<file path="src/rtl/xung_1hz_if.sv">
// xung_1hz_if: divider outputs, the square wave q and its rising-edge strobe tick
interface xung_1hz_if;
  logic q;
  logic tick;
  modport master(output q, tick);
  modport slave(input q, tick);
endinterface

</file>
<file path="src/rtl/xung_1hz.sv">
// xung_1hz: free-running divider giving a 50% duty square wave at OUT_FREQ_HZ plus a rise strobe
// ports: clk system clock, rst sync active-high reset, o.q divided wave, o.tick one-cycle pulse as q rises
module xung_1hz #(
  parameter int CLK_FREQ_HZ = 50_000_000,
  parameter int OUT_FREQ_HZ = 1
) (
  input logic clk,
  input logic rst,
  xung_1hz_if.master o
);
  localparam int HALF = CLK_FREQ_HZ / (2 * OUT_FREQ_HZ);
  localparam int CW = HALF > 1 ? $clog2(HALF) : 1;
  localparam logic [CW-1:0] LAST = CW'(HALF - 1);
  if (CLK_FREQ_HZ < 2 * OUT_FREQ_HZ) begin : g_bad
    $error("xung_1hz: CLK_FREQ_HZ must be at least 2*OUT_FREQ_HZ");
  end
  logic [CW-1:0] cnt_q, cnt_d;
  logic q_q, q_d, tick_q, tick_d, wrap;
  always_comb begin
    wrap = cnt_q == LAST;
    cnt_d = wrap ? '0 : cnt_q + 1'b1;
    q_d = wrap ? ~q_q : q_q;
    // strobe only on the 0->1 transition of q
    tick_d = wrap & ~q_q;
  end
  always_ff @(posedge clk) begin
    if (rst) begin
      cnt_q <= '0;
      q_q <= 1'b0;
      tick_q <= 1'b0;
    end else begin
      cnt_q <= cnt_d;
      q_q <= q_d;
      tick_q <= tick_d;
    end
  end
  assign o.q = q_q;
  assign o.tick = tick_q;
endmodule

</file>
<file path="src/flat_wrapper.sv">
// flat-port wrapper written by rule: the top's interface ports become plain ports
module xung_1hz_flat 
#(
  parameter int CLK_FREQ_HZ = 50_000_000,
  parameter int OUT_FREQ_HZ = 1
)
  (clk, rst, o_q, o_tick);
  xung_1hz_if o_i ();
  input logic clk;
  input logic rst;
  output wire logic [$bits(o_i.q)-1:0] o_q;
  output wire logic [$bits(o_i.tick)-1:0] o_tick;
  assign o_q = o_i.q;
  assign o_tick = o_i.tick;
  xung_1hz #(.CLK_FREQ_HZ(CLK_FREQ_HZ), .OUT_FREQ_HZ(OUT_FREQ_HZ)) u_core (.clk(clk), .rst(rst), .o(o_i));
endmodule
</file>
<file path="config.mk">
export PLATFORM = sky130hd
export DESIGN_NAME = xung_1hz_flat
export DESIGN_NICKNAME = d
export VERILOG_FILES = /design/src/rtl/xung_1hz_if.sv /design/src/rtl/xung_1hz.sv /design/src/flat_wrapper.sv
export SDC_FILE = /design/constraint.sdc
export NUM_CORES = 1
export LEC_CHECK = 0
export BUFFER_PORTS_ARGS = -buffer_cell sky130_fd_sc_hd__buf_2
export CAP_MARGIN = 40
export CORE_MARGIN = 5
export CORE_UTILIZATION = 25
export CTS_CLUSTER_DIAMETER = 100
export DETAILED_ROUTE_END_ITERATION = 8
export PLACE_DENSITY = 0.49
export SETUP_SLACK_MARGIN = 0.4
export SYNTH_ARGS = -nofsm -noshare
export SYNTH_HDL_FRONTEND = slang
export SYNTH_SLANG_ARGS = --single-unit
</file>
<file path="constraint.sdc">
create_clock -name clk -period 1.85 [get_ports clk]
set_input_delay 0.185 -clock clk [delete_from_list [all_inputs] [get_ports clk]]
set_output_delay 0.185 -clock clk [all_outputs]
set_load 0.02 [all_outputs]
</file>
Yosys cells after proc, flatten, opt, wreduce, memory -nomap -nowiden
Index checks and enable logic that the tools add are counted.
- register bits: 27
- word-level logic and storage cells: 8
- $add $sub $neg: 1
- equality and inequality tests: 1
- bitwise operators: 2
- reductions and logical operators: 1
- operator list (cell ; number):
    adder 25 x 1 -> 25 bit (second input constant) ; 1
    == test 25 bit (second input constant) ; 1
    OR reduction 2 bit ; 1
    AND 1 bit ; 1
    NOT 1 bit ; 1

Longest topological paths before layout
Gate-level depths: netlist of run 1.
- depth in word-level cells: 2
- mapped depth: 7
- depth with buffers taken out: 5

Worst setup path before layout of run 1
OpenSTA, ideal clock, no wires.
- path type: register -> register
- from: reg u_core.cnt_q[0]
- to: reg u_core.cnt_q[10]
- setup time: 0.117 ns
- arrival: 1.508 ns
- setup slack: 0.225 ns
- stages on the path, launching flop included: 8
- path buffers: 2
- clock period less this slack: 1.625 ns
- path through: dfxtp_1 -> ha_1 -> and2_1 -> clkbuf_4 -> nand4_1 -> o21bai_2 -> buf_2 -> nor2_1
- word-level cells in the longest chain between the ends: 2
- ends and longest elaborated chain (what ; RTL line ; RTL):
    from (decl) ; xung_1hz.sv:17 ; logic [CW-1:0] cnt_q, cnt_d;
    from (signal assigned) ; xung_1hz.sv:32 ; cnt_q <= cnt_d;
    parallel branches: the longest is 2 deep, another holds adder 25 x 1 -> 25 bit ; - ;
Parallel ways; which one is timed is not known.
A chain may end at the register's enable or synchronous reset.

Worst setup path in the final report of run 1
- from: reg u_core.cnt_q[9]
- to: reg u_core.cnt_q[24]
Same word-level chain as after synthesis.

==> results of run 1 <==
==> kinds of logic after synthesis <==
kind of cell             count (synthesis)
XOR/XNOR                                14
flip-flops                              27
AO/OA/AOI/OAI                           21
adder cells (fa/ha/maj)                  1
AND/OR/NAND/NOR                         73
buffers and inverters                    6
==> layout by cell type, fill, tap and decap left out, types with 3 or more instances in the layout <==
master    netlist  final
and3_1          5      4
a21oi_1         9      8
dfxtp_4         0     10
clkbuf_8        0      3
and4_4          1      4
xor2_1          6      6
o21ai_0         7      6
buf_2           2      3
or3_1           6      6
dfxtp_2         0      6
xnor2_1         8      8
dfxtp_1        27     11
nand4_1         5      5
nor2_1         16     16
nand3_1        10      9
buf_4           1     21
nand2_1        10      9
o31ai_1         3      3
==> Yosys cell counts (all sizes together), types with 5 or more instances <==
master	number	area (sq um)
dfxtp	27	541
nand2	11	43.8
o21ai	7	35.0
nor2	16	60.1
and4	5	48.8
xnor2	8	70.1
or3	7	45.1
xor2	6	52.6
nand4	6	52.6
a21oi	10	53.8
and3	5	31.3
nand3	10	50.1
==> cell type report <==
cell class                 instances  area (sq um)  area share [%]
clock buffer                       3          41.3            2.46
tap                               67          83.8            4.99
timing repair buffer              25           193            11.5
inverter                           1          3.75           0.224
clock inverter                     1          7.51           0.447
multi-input combinational        109           764            45.5
sequential                        27           586            34.9
==> per-layer routing <==
| layer | up-vias | global-route usage [%] | share of wire (%) |
|---|---|---|---|
| met5 | - | 0 | 0 |
| met4 | 0 | 2.20 | 0.79 |
| met3 | 4 | 2.66 | 2.3 |
| met2 | 8 | 17.2 | 50 |
| met1 | 535 | 11.9 | 47 |
| li1 | 563 | - | - |
==> worst min path at each step <==
stage,from,end,slack [ns],cells past startpoint
6_report,rst,u_core.o.q,0.11,2
4_1_cts,rst,u_core.o.q,0.1,2
3_5_place_dp,rst,u_core.o.q,0.39,2
5_1_grt,rst,u_core.o.q,0.11,2
3_3_place_gp,rst,u_core.o.q,0.37,2
2_1_floorplan,rst,u_core.o.q,0.25,1
==> what timing repair did <==
| action | CTS | global route |
|---|---|---|
| pin swaps | 10 | 5 |
| setup buffers | 17 | 2 |
| endpoints found under the setup margin | 26 | 27 |
| resized for setup | 29 | 9 |
| gates cloned | 0 | 0 |
| hold buffers | 0 | 0 |
==> per-stage QoR <==
step	instances	instance area (sq um)	total power [uW]	setup slack (ns)
2_1_floorplan	142	1300	629	0.374
3_3_place_gp	210	1390	637	0.222
3_5_place_dp	210	1390	640	0.159
4_1_cts	231	1640	973	0.366
5_1_grt	233	1680	1000	0.273
6_report	233	1680	955	0.364
==> power by group through the flow <==
stage	clock network [uW]	logic, uW	registers (uW)
global placement	0	29.8	607
detailed placement	0	31.7	608
finish	339	35.4	580
global route	382	39.5	582
CTS	354	35.9	584
floorplan	0	22.1	607
==> worst max-delay path, stage by stage (launching register included) <==
cell and delay, ns:
dfxtp_4 0.38, and4_4 0.25, nand4_4 0.15, or4_4 0.51, a21oi_2 0.12
==> sequential cells by signal (all words and copies together) (netlist names) <==
name	flops
u_core.cnt_q	25
u_core.o.q	1
u_core.o.tick	1
==> impl_results.md, run 1 <==
* Final net count at 170
* Number of synthesized register bits at 27
* Startpoint types: flip-flop
* CTS clk-pin slew, worst paths at 0.10 ns
* Initial antenna violation count at 0
* Leakage Power at 0.000585 uW
* Total die area at 0.00656 sq mm
* Die Span Y at 81.0 microns
* Initial Util at 26.2%
* H-Tree Depth at 1
* Final Wtd Congestion at 0.750
* Hold Path Class: in -> reg
* Post-synth cell types at 34
* Post-Synth XOR/XNOR Area at 9.73%
* Final hold vios at 0
* Post-DP HPWL at 1.76 mm
* Mapped Area at 0.00126 sq mm
* CP startpoint: u_core.cnt_q[9]
* Critical path peak fanout at 8
* # fillers at 525
* GRT Overall Usage at 9.83%
* Maximum clock rate at 673 MHz
* Clock Skew at 0.00968 ns
* Switching portion of total power at 22.1%
* CORE AREA at 0.00482 sq mm
* Share of flip-flops with an asynchronous set or reset at 0%
* Period utilization at 80.3%
* Share of cells above drive strength 1 at 39.8%
* Mapped Avg Cell Area at 8.87 sq um
* Setup TNS at 0 ns
* TritonCTS buffer count at 3
* Clock buffer depth at 2
* Pwr/cell area at 569 mW/mm^2
* Simple-gate share of the synthesized area at 33.5%
* Root Buffer Master: clkbuf_8
* Critical path arrival at 1.70 ns
* Multiplexer area fraction after synthesis at 0%
* Comb pwr share at 3.7%
* Final Slew Violations at 0
* Area grow syn2layout at 33.3%
* Via Count at 1110
* RR Startpoint: u_core.cnt_q[9]
* Vias/cell at 4.76
* Total of max-cap violations at 0
* Largest family of logic cells by synthesized area: simple AND/OR/NAND/NOR gates
* Peak VDD IR at 0.431 mV
* Synth Area in Compound Gates at 9.73%
* Ys Warns at 0
* Total Wirelength at 2.78 mm
* Synth Flop Type: dfxtp_1
* RSZ-0062 raised after global routing: yes
* Pin count of the biggest net entering global routing at 26
* Vias in the first global route at 1141
* Total global routing overflow at 0
* Fraction of the mapped netlist area in adder cells at 0.993%
* Num rows at 25
* Critical path data required time at 2.06 ns
* Detail Route Antenna Nets at 0
* Status: complete, no violations
* R2r endpoint: u_core.cnt_q[24]
* Part of the power in registers at 60.8%
* Initial DRC count at 31
* Top-Level Pins at 4
* Die width at 81.0 microns
* Post-Syn Instances at 142
* CP Class: reg -> reg
* Final Util at 34.9%
* Hold Slack at 0.110 ns
* Slew HR at 77.5%
* ANT cells at 0
* Seq/Total Area, Yosys at 42.9%
* Clock sinks at 27
* Clk pwr share at 35.5%
* Detailed Routing Iterations Pass 1 at 4
* Remaining DRCs at 0
* First-pass GRT wire length at 5.10 mm
* PortBufs at 3
* Cell Int Power at 744 uW
* Final setup fails at 0
* CTS tree: built
* NetSw at 211 uW
* Syn_nets at 145
* WL per Instance at 11.9 microns
* Critical Path End: u_core.cnt_q[24]
* Reg2Reg Depth at 4
* Worst-Margin Slew at 0.334 ns
* Reg-to-reg slack, setup at 0.36 ns
* Clk_lat worst skew at 0.28 ns
* Worst setup EP type: flip-flop
* Number of flops mapped to enable cells by yosys at 0
* Fin crit period at 1.49 ns
Power figures use the tool's default switching activity.
==> run 2: changes to the inputs <==
- clock period: 1.85 -> 1.47 ns (I/O delays scaled with it)
==> impl_results.md, run 2 (same netlist as run 1, synthesis figures left out) <==
* Status: finished with violations (was complete, no violations)
* Failing checks: setup timing
* Area of placed instances at 0.00162 sq mm (was 0.00139 sq mm)
* Leading cell types in the layout, fill and taps excluded: buf_4 (31), dfxtp_1 (13), nor2_1 (12) (was buf_4 (21), nor2_1 (16), dfxtp_1 (11))
* Area grow syn2layout at 42.6% (was 33.3%)
* Root Buffer Master: clkbuf_8 (unchanged)
* Critical path data required time at 1.69 ns (was 2.06 ns)
* Startpoint types: flip-flop (unchanged)
* Hold Path Origin: rst (unchanged)
* Initial DRC count at 26 (was 31)
* Slew HR at 81.6% (was 77.5%)
* Total global routing overflow at 0 (unchanged)
* Pin count of the biggest net entering global routing at 17 (was 26)
* Total Wirelength at 3.18 mm (was 2.78 mm)
* Num rows at 25 (unchanged)
* GRT Overall Usage at 11.3% (was 9.83%)
* Hold Path Class: in -> reg (unchanged)
* Commonest non-fill, non-tap cell in the layout: buf_4 (unchanged)
* Detail Route Antenna Nets at 0 (unchanged)
* Post-DP HPWL at 2.41 mm (was 1.76 mm)
* RR Startpoint: u_core.cnt_q[15] (was u_core.cnt_q[9])
* Pwr/cell area at 687 mW/mm^2 (was 569 mW/mm^2)
* TritonCTS buffer count at 3 (unchanged)
* Worst-Margin Slew at 0.274 ns (was 0.334 ns)
* DP Worst Slack at -0.0527 ns (was 0.159 ns)
* ANT cells at 0 (unchanged)
* Worst setup margin at -0.00212 ns (was 0.364 ns)
* Reg2Reg Depth at 4 (unchanged)
* Crit-path max cell delay at 0.45 ns (was 0.51 ns)
* Via Count at 1179 (was 1110)
* Die width at 81.0 microns (unchanged)
* Remaining DRCs at 0 (unchanged)
* Period utilization at 100% (was 80.3%)
* Final hold vios at 0 (unchanged)
* Critical path arrival at 1.69 ns (was 1.70 ns)
* Die Span Y at 81.0 microns (unchanged)
* Final Wtd Congestion at 0.757 (was 0.750)
* Leakage Power at 0.000649 uW (was 0.000585 uW)
* Reg-to-reg slack, setup at -0.002 ns (was 0.36 ns)
* CTS clk-pin slew, worst paths at 0.10 ns (about the same)
* R2r endpoint: u_core.o.q (was u_core.cnt_q[24])
* Maximum clock rate at 679 MHz (was 673 MHz)
* Crit path cell chain: nor4_2 > nand4_1 > or3_4 > a21oi_2 (was and4_4 > nand4_4 > or4_4 > a21oi_2)
* CP top delay family: simple AND/OR/NAND/NOR gates (unchanged)
* Share of cells above drive strength 1 at 45.5% (was 39.8%)
* Hold Crit Depth at 2 (unchanged)
* Final net count at 182 (was 170)
* Top-Level Pins at 4 (unchanged)
* Final Cell Area at 0.00180 sq mm (was 0.00168 sq mm)
* Total die area at 0.00656 sq mm (unchanged)
* Clock buffer depth at 2 (unchanged)
* CORE AREA at 0.00482 sq mm (unchanged)
* Final Slew Violations at 0 (unchanged)
* Clk_lat worst skew at 0.27 ns (was 0.28 ns)
* Critical path buffers and inverters at 0 (unchanged)
* Initial antenna violation count at 0 (unchanged)
* Peak VDD IR at 0.437 mV (was 0.431 mV)
* Vias/cell at 4.81 (was 4.76)
* Vias in the first global route at 1257 (was 1141)
* WL per Instance at 13.0 microns (was 11.9 microns)
* CP Class: reg -> reg (unchanged)
* CTS tree: built (unchanged)
* Hold Path End: u_core.o.q (unchanged)
* PortBufs at 3 (unchanged)
* H-Tree Depth at 1 (unchanged)
* First-pass GRT wire length at 5.82 mm (was 5.10 mm)
* Initial Util at 26.2% (unchanged)
* Total of max-cap violations at 0 (unchanged)
* Worst setup EP type: flip-flop (unchanged)
* Clock Skew at 0.00125 ns (was 0.00968 ns)
* Footprint of the multi-input gates at 791 sq um (was 764 sq um)
* Placed insts at 238 (was 210)
* Fin crit period at 1.47 ns (was 1.49 ns)
* Reg area at 571 sq um (was 586 sq um)
* CP max stage cell: or3_4 (was or4_4)
* Detailed Routing Iterations Pass 1 at 4 (unchanged)
* Max reg flops at 25 (unchanged)
* RSZ-0062 raised after global routing: yes (unchanged)
* Fin cells at 245 (was 233)
* Final setup fails at 1 (was 0)
* Biggest register: u_core.cnt_q (unchanged)
* # fillers at 508 (was 525)
* Clock sinks at 27 (unchanged)
* Critical path peak fanout at 5 (was 8)
* Total power at 1230 uW (was 955 uW)
## run 2: per-stage QoR
step,hold WS [ns],setup TNS (ns),util (%)
floorplan,0.216,0,-
global placement,0.348,-0.0543,33.7
detailed placement,0.360,-0.367,33.7
CTS,0.0609,-0.0824,36.1
global route,0.0713,-1.36,37.3
finish,0.0658,-0.00212,37.3
## run 2: layout make-up
cell class / count / share of cell area, %
multi-input combinational: 109 / 44.0
sequential: 27 / 31.8
timing repair buffer: 37 / 16.6
tap: 67 / 4.67
clock buffer: 3 / 2.30
clock inverter: 1 / 0.418
inverter: 1 / 0.209
## run 2: worst max path at each step
stage	startpoint	to	slack [ns]	cells after the start
detailed placement	u_core.cnt_q[5]	u_core.cnt_q[23]	-0.05	4
global route	u_core.cnt_q[8]	u_core.o.q	-0.09	4
global placement	u_core.cnt_q[11]	u_core.cnt_q[24]	-0.03	4
floorplan	u_core.cnt_q[1]	u_core.cnt_q[20]	0.004	7
finish	u_core.cnt_q[15]	u_core.o.q	-0.002	4
CTS	u_core.cnt_q[1]	u_core.cnt_q[15]	-0.01	6
## run 2: power breakdown
part	switching [uW]	internal (uW)	total, uW
clock network	246	193	439
registers	8.19	731	739
logic	28.3	28.5	56.8
total	282	952	1230
## run 2: worst reg2reg max path, cell delays in order, from the launching register on
cell and delay (ns):
dfxtp_4 0.37, nor4_2 0.24, nand4_1 0.23, or3_4 0.45, a21oi_2 0.12
## run 2: layer usage
layer  vias to the layer above  wire length [microns]  global-route usage, %
li1                        584                      -                      -
met1                       583                   1450                   13.4
met2                        10                   1630                   20.4
met3                         2                     74                   2.66
met4                         0                     17                   2.53
met5                         -                      0                      0
## run 2: what timing repair did
action | in CTS | in global routing
pin swaps | 6 | 8
resized for setup | 20 | 15
endpoints found under the setup margin | 27 | 27
setup buffers | 3 | 0
hold buffers | 0 | 0
cloned | 0 | 0
==> run 3: changes to the inputs <==
- CELL_PAD_IN_SITES_DETAIL_PLACEMENT: unset -> 1
- CELL_PAD_IN_SITES_GLOBAL_PLACEMENT: unset -> 2
- PLACE_DENSITY: 0.49 -> 0.65
- SETUP_SLACK_MARGIN: 0.4 -> unset
- SKIP_LAST_GASP: unset -> 1
==> impl_results.md, run 3 (same netlist as run 1, synthesis figures left out) <==
* RSZ-0062 raised after global routing: yes (unchanged)
* TritonCTS buffer count at 3 (unchanged)
* Final Slew Violations at 0 (unchanged)
* PortBufs at 3 (unchanged)
* Final Cell Area at 0.00172 sq mm (was 0.00180 sq mm)
* Initial Util at 26.2% (unchanged)
* # fillers at 580 (was 508)
* Leading cell types in the layout, fill and taps excluded: buf_4 (32), dfxtp_1 (17), nor2_1 (16) (was buf_4 (31), dfxtp_1 (13), nor2_1 (12))
* Leakage Power at 0.000643 uW (was 0.000649 uW)
* Share of cells above drive strength 1 at 37.9% (was 45.5%)
* Clock buffer depth at 2 (unchanged)
* Pwr/cell area at 704 mW/mm^2 (was 687 mW/mm^2)
* Final hold vios at 0 (unchanged)
* Vias/cell at 4.77 (was 4.81)
* Final net count at 181 (was 182)
* Critical Path End: u_core.cnt_q[24] (was u_core.o.q)
* Max reg flops at 25 (unchanged)
* GRT Overall Usage at 11.8% (was 11.3%)
* Period utilization at 99.0% (was 100%)
* DP Worst Slack at -0.00583 ns (was -0.0527 ns)
* WL per Instance at 13.9 microns (was 13.0 microns)
* Final Wtd Congestion at 0.801 (was 0.757)
* Area of placed instances at 0.00161 sq mm (was 0.00162 sq mm)
* Comb pwr share at 3.8% (was 4.6%)
* Hold Crit Depth at 2 (unchanged)
* Total die area at 0.00656 sq mm (unchanged)
* Worst setup margin at 0.0148 ns (was -0.00212 ns)
* Hold Slack at 0.0810 ns (was 0.0658 ns)
* Total power at 1210 uW (was 1230 uW)
* CTS clk-pin slew, worst paths at 0.09 ns (was 0.10 ns)
* Reg2Reg Depth at 4 (unchanged)
* Root Buffer Master: clkbuf_8 (unchanged)
* Critical path peak fanout at 7 (was 5)
* Clock sinks at 27 (unchanged)
* Reg-to-reg slack, setup at 0.01 ns (was -0.002 ns)
* Post-DP HPWL at 2.59 mm (was 2.41 mm)
* Clk pwr share at 35.0% (was 35.5%)
* Fin crit period at 1.46 ns (was 1.47 ns)
* Detailed Routing Iterations Pass 1 at 4 (unchanged)
* Total global routing overflow at 0 (unchanged)
* RR Startpoint: u_core.cnt_q[7] (was u_core.cnt_q[15])
* First-pass GRT wire length at 6.04 mm (was 5.82 mm)
* CTS tree: built (unchanged)
* Die Span Y at 81.0 microns (unchanged)
* ANT cells at 0 (unchanged)
* Slew HR at 78.0% (was 81.6%)
* Switching portion of total power at 21.5% (was 22.9%)
* Die width at 81.0 microns (unchanged)
* Worst setup EP type: flip-flop (unchanged)
* CP startpoint: u_core.cnt_q[7] (was u_core.cnt_q[15])
* Status: complete, no violations (was finished with violations)
* CORE AREA at 0.00482 sq mm (unchanged)
* Hold Buf Count CTS at 0 (unchanged)
* Total Wirelength at 3.39 mm (was 3.18 mm)
* Total of max-cap violations at 0 (unchanged)
* R2r endpoint: u_core.cnt_q[24] (was u_core.o.q)
* NetSw at 261 uW (was 282 uW)
* Setup TNS at 0 ns (was -0.00212 ns)
* Initial antenna violation count at 0 (unchanged)
* Cell Int Power at 953 uW (was 952 uW)
* Remaining DRCs at 0 (unchanged)
* Maximum clock rate at 687 MHz (was 679 MHz)
* Pin count of the biggest net entering global routing at 22 (was 17)
* Initial DRC count at 19 (was 26)
* Via Count at 1165 (was 1179)
* Hold Path Class: in -> reg (unchanged)
* Startpoint types: flip-flop (unchanged)
* CP Class: reg -> reg (unchanged)
* Part of the power in registers at 61.2% (was 59.9%)
* Clock Skew at 0.00640 ns (was 0.00125 ns)
* Peak VDD IR at 0.437 mV (about the same)
* Clk_lat worst skew at 0.27 ns (about the same)
* Biggest register: u_core.cnt_q (unchanged)
* Critical path data required time at 1.69 ns (about the same)
* Worst-Margin Slew at 0.327 ns (was 0.274 ns)
* Critical path arrival at 1.67 ns (was 1.69 ns)
* Vias in the first global route at 1307 (was 1257)
* Area grow syn2layout at 36.8% (was 42.6%)
* H-Tree Depth at 1 (unchanged)
* Commonest non-fill, non-tap cell in the layout: buf_4 (unchanged)
* Num rows at 25 (unchanged)
* Final setup fails at 0 (was 1)
* Detail Route Antenna Nets at 0 (unchanged)
* Top-Level Pins at 4 (unchanged)
## run 3: changes by cell type in the layout (fill, tap and decap cells not counted), moves of 2 or more
cell / change
nor4_2: -3
nor2_2: -3
dfxtp_4: -2
nor2_1: +4
dfxtp_2: -2
nor4_4: +2
dfxtp_1: +4
or3_4: -2
## run 3: how the worst min path moves through the flow
stage / from / to / slack, ns
2_1_floorplan: rst / u_core.o.q / 0.22
3_3_place_gp: rst / u_core.o.q / 0.34
3_5_place_dp: rst / u_core.o.q / 0.35
4_1_cts: rst / u_core.o.q / 0.05
5_1_grt: rst / u_core.o.tick / 0.08
6_report: rst / u_core.o.q / 0.08
## run 3: cell type report
| cell class | instances | area, sq um | share of cell area (%) |
|---|---|---|---|
| Multi-Input combinational cell | 109 | 756 | 43.8 |
| Clock buffer | 4 | 45.0 | 2.61 |
| Sequential cell | 27 | 561 | 32.5 |
| Inverter | 1 | 3.75 | 0.218 |
| Timing Repair Buffer | 36 | 275 | 16.0 |
| Tap cell | 67 | 83.8 | 4.86 |
## run 3: routing by layer
metal,global-route usage [%],share of wire (%),vias up,wire length (microns)
met5,0,0,-,0
met4,2.70,1.7,0,58
met3,2.99,1.9,4,65
met2,21.1,51,9,1710
met1,14.0,46,572,1550
li1,-,-,580,-
## run 3: power by group through the flow
stage	Combinational, uW	Clock, uW	Sequential (uW)
after floorplan	27.8	0	763
after global placement	44.0	0	763
after detailed placement	46.3	0	764
after CTS	46.6	444	747
after global routing	52.0	479	745
final	46.3	425	743
## run 3: repair_timing
action / 4_1_cts / 5_1_grt
endpoints found under the setup margin: 15 / 27
setup buffers: 1 / 0
gates resized for setup: 7 / 11
pin swaps: 2 / 4
## run 3: critical path, stage by stage, from the launching register on
cell and delay [ns]:
dfxtp_4 0.39, and4_4 0.28, nand4_4 0.12, or4_4 0.50
a21oi_2 0.11
## run 3: through the flow
stage	std cells	util [%]
2_1_floorplan	142	-
3_3_place_gp	239	33.4
3_5_place_dp	239	33.4
4_1_cts	244	34.8
5_1_grt	244	35.8
6_report	244	35.8
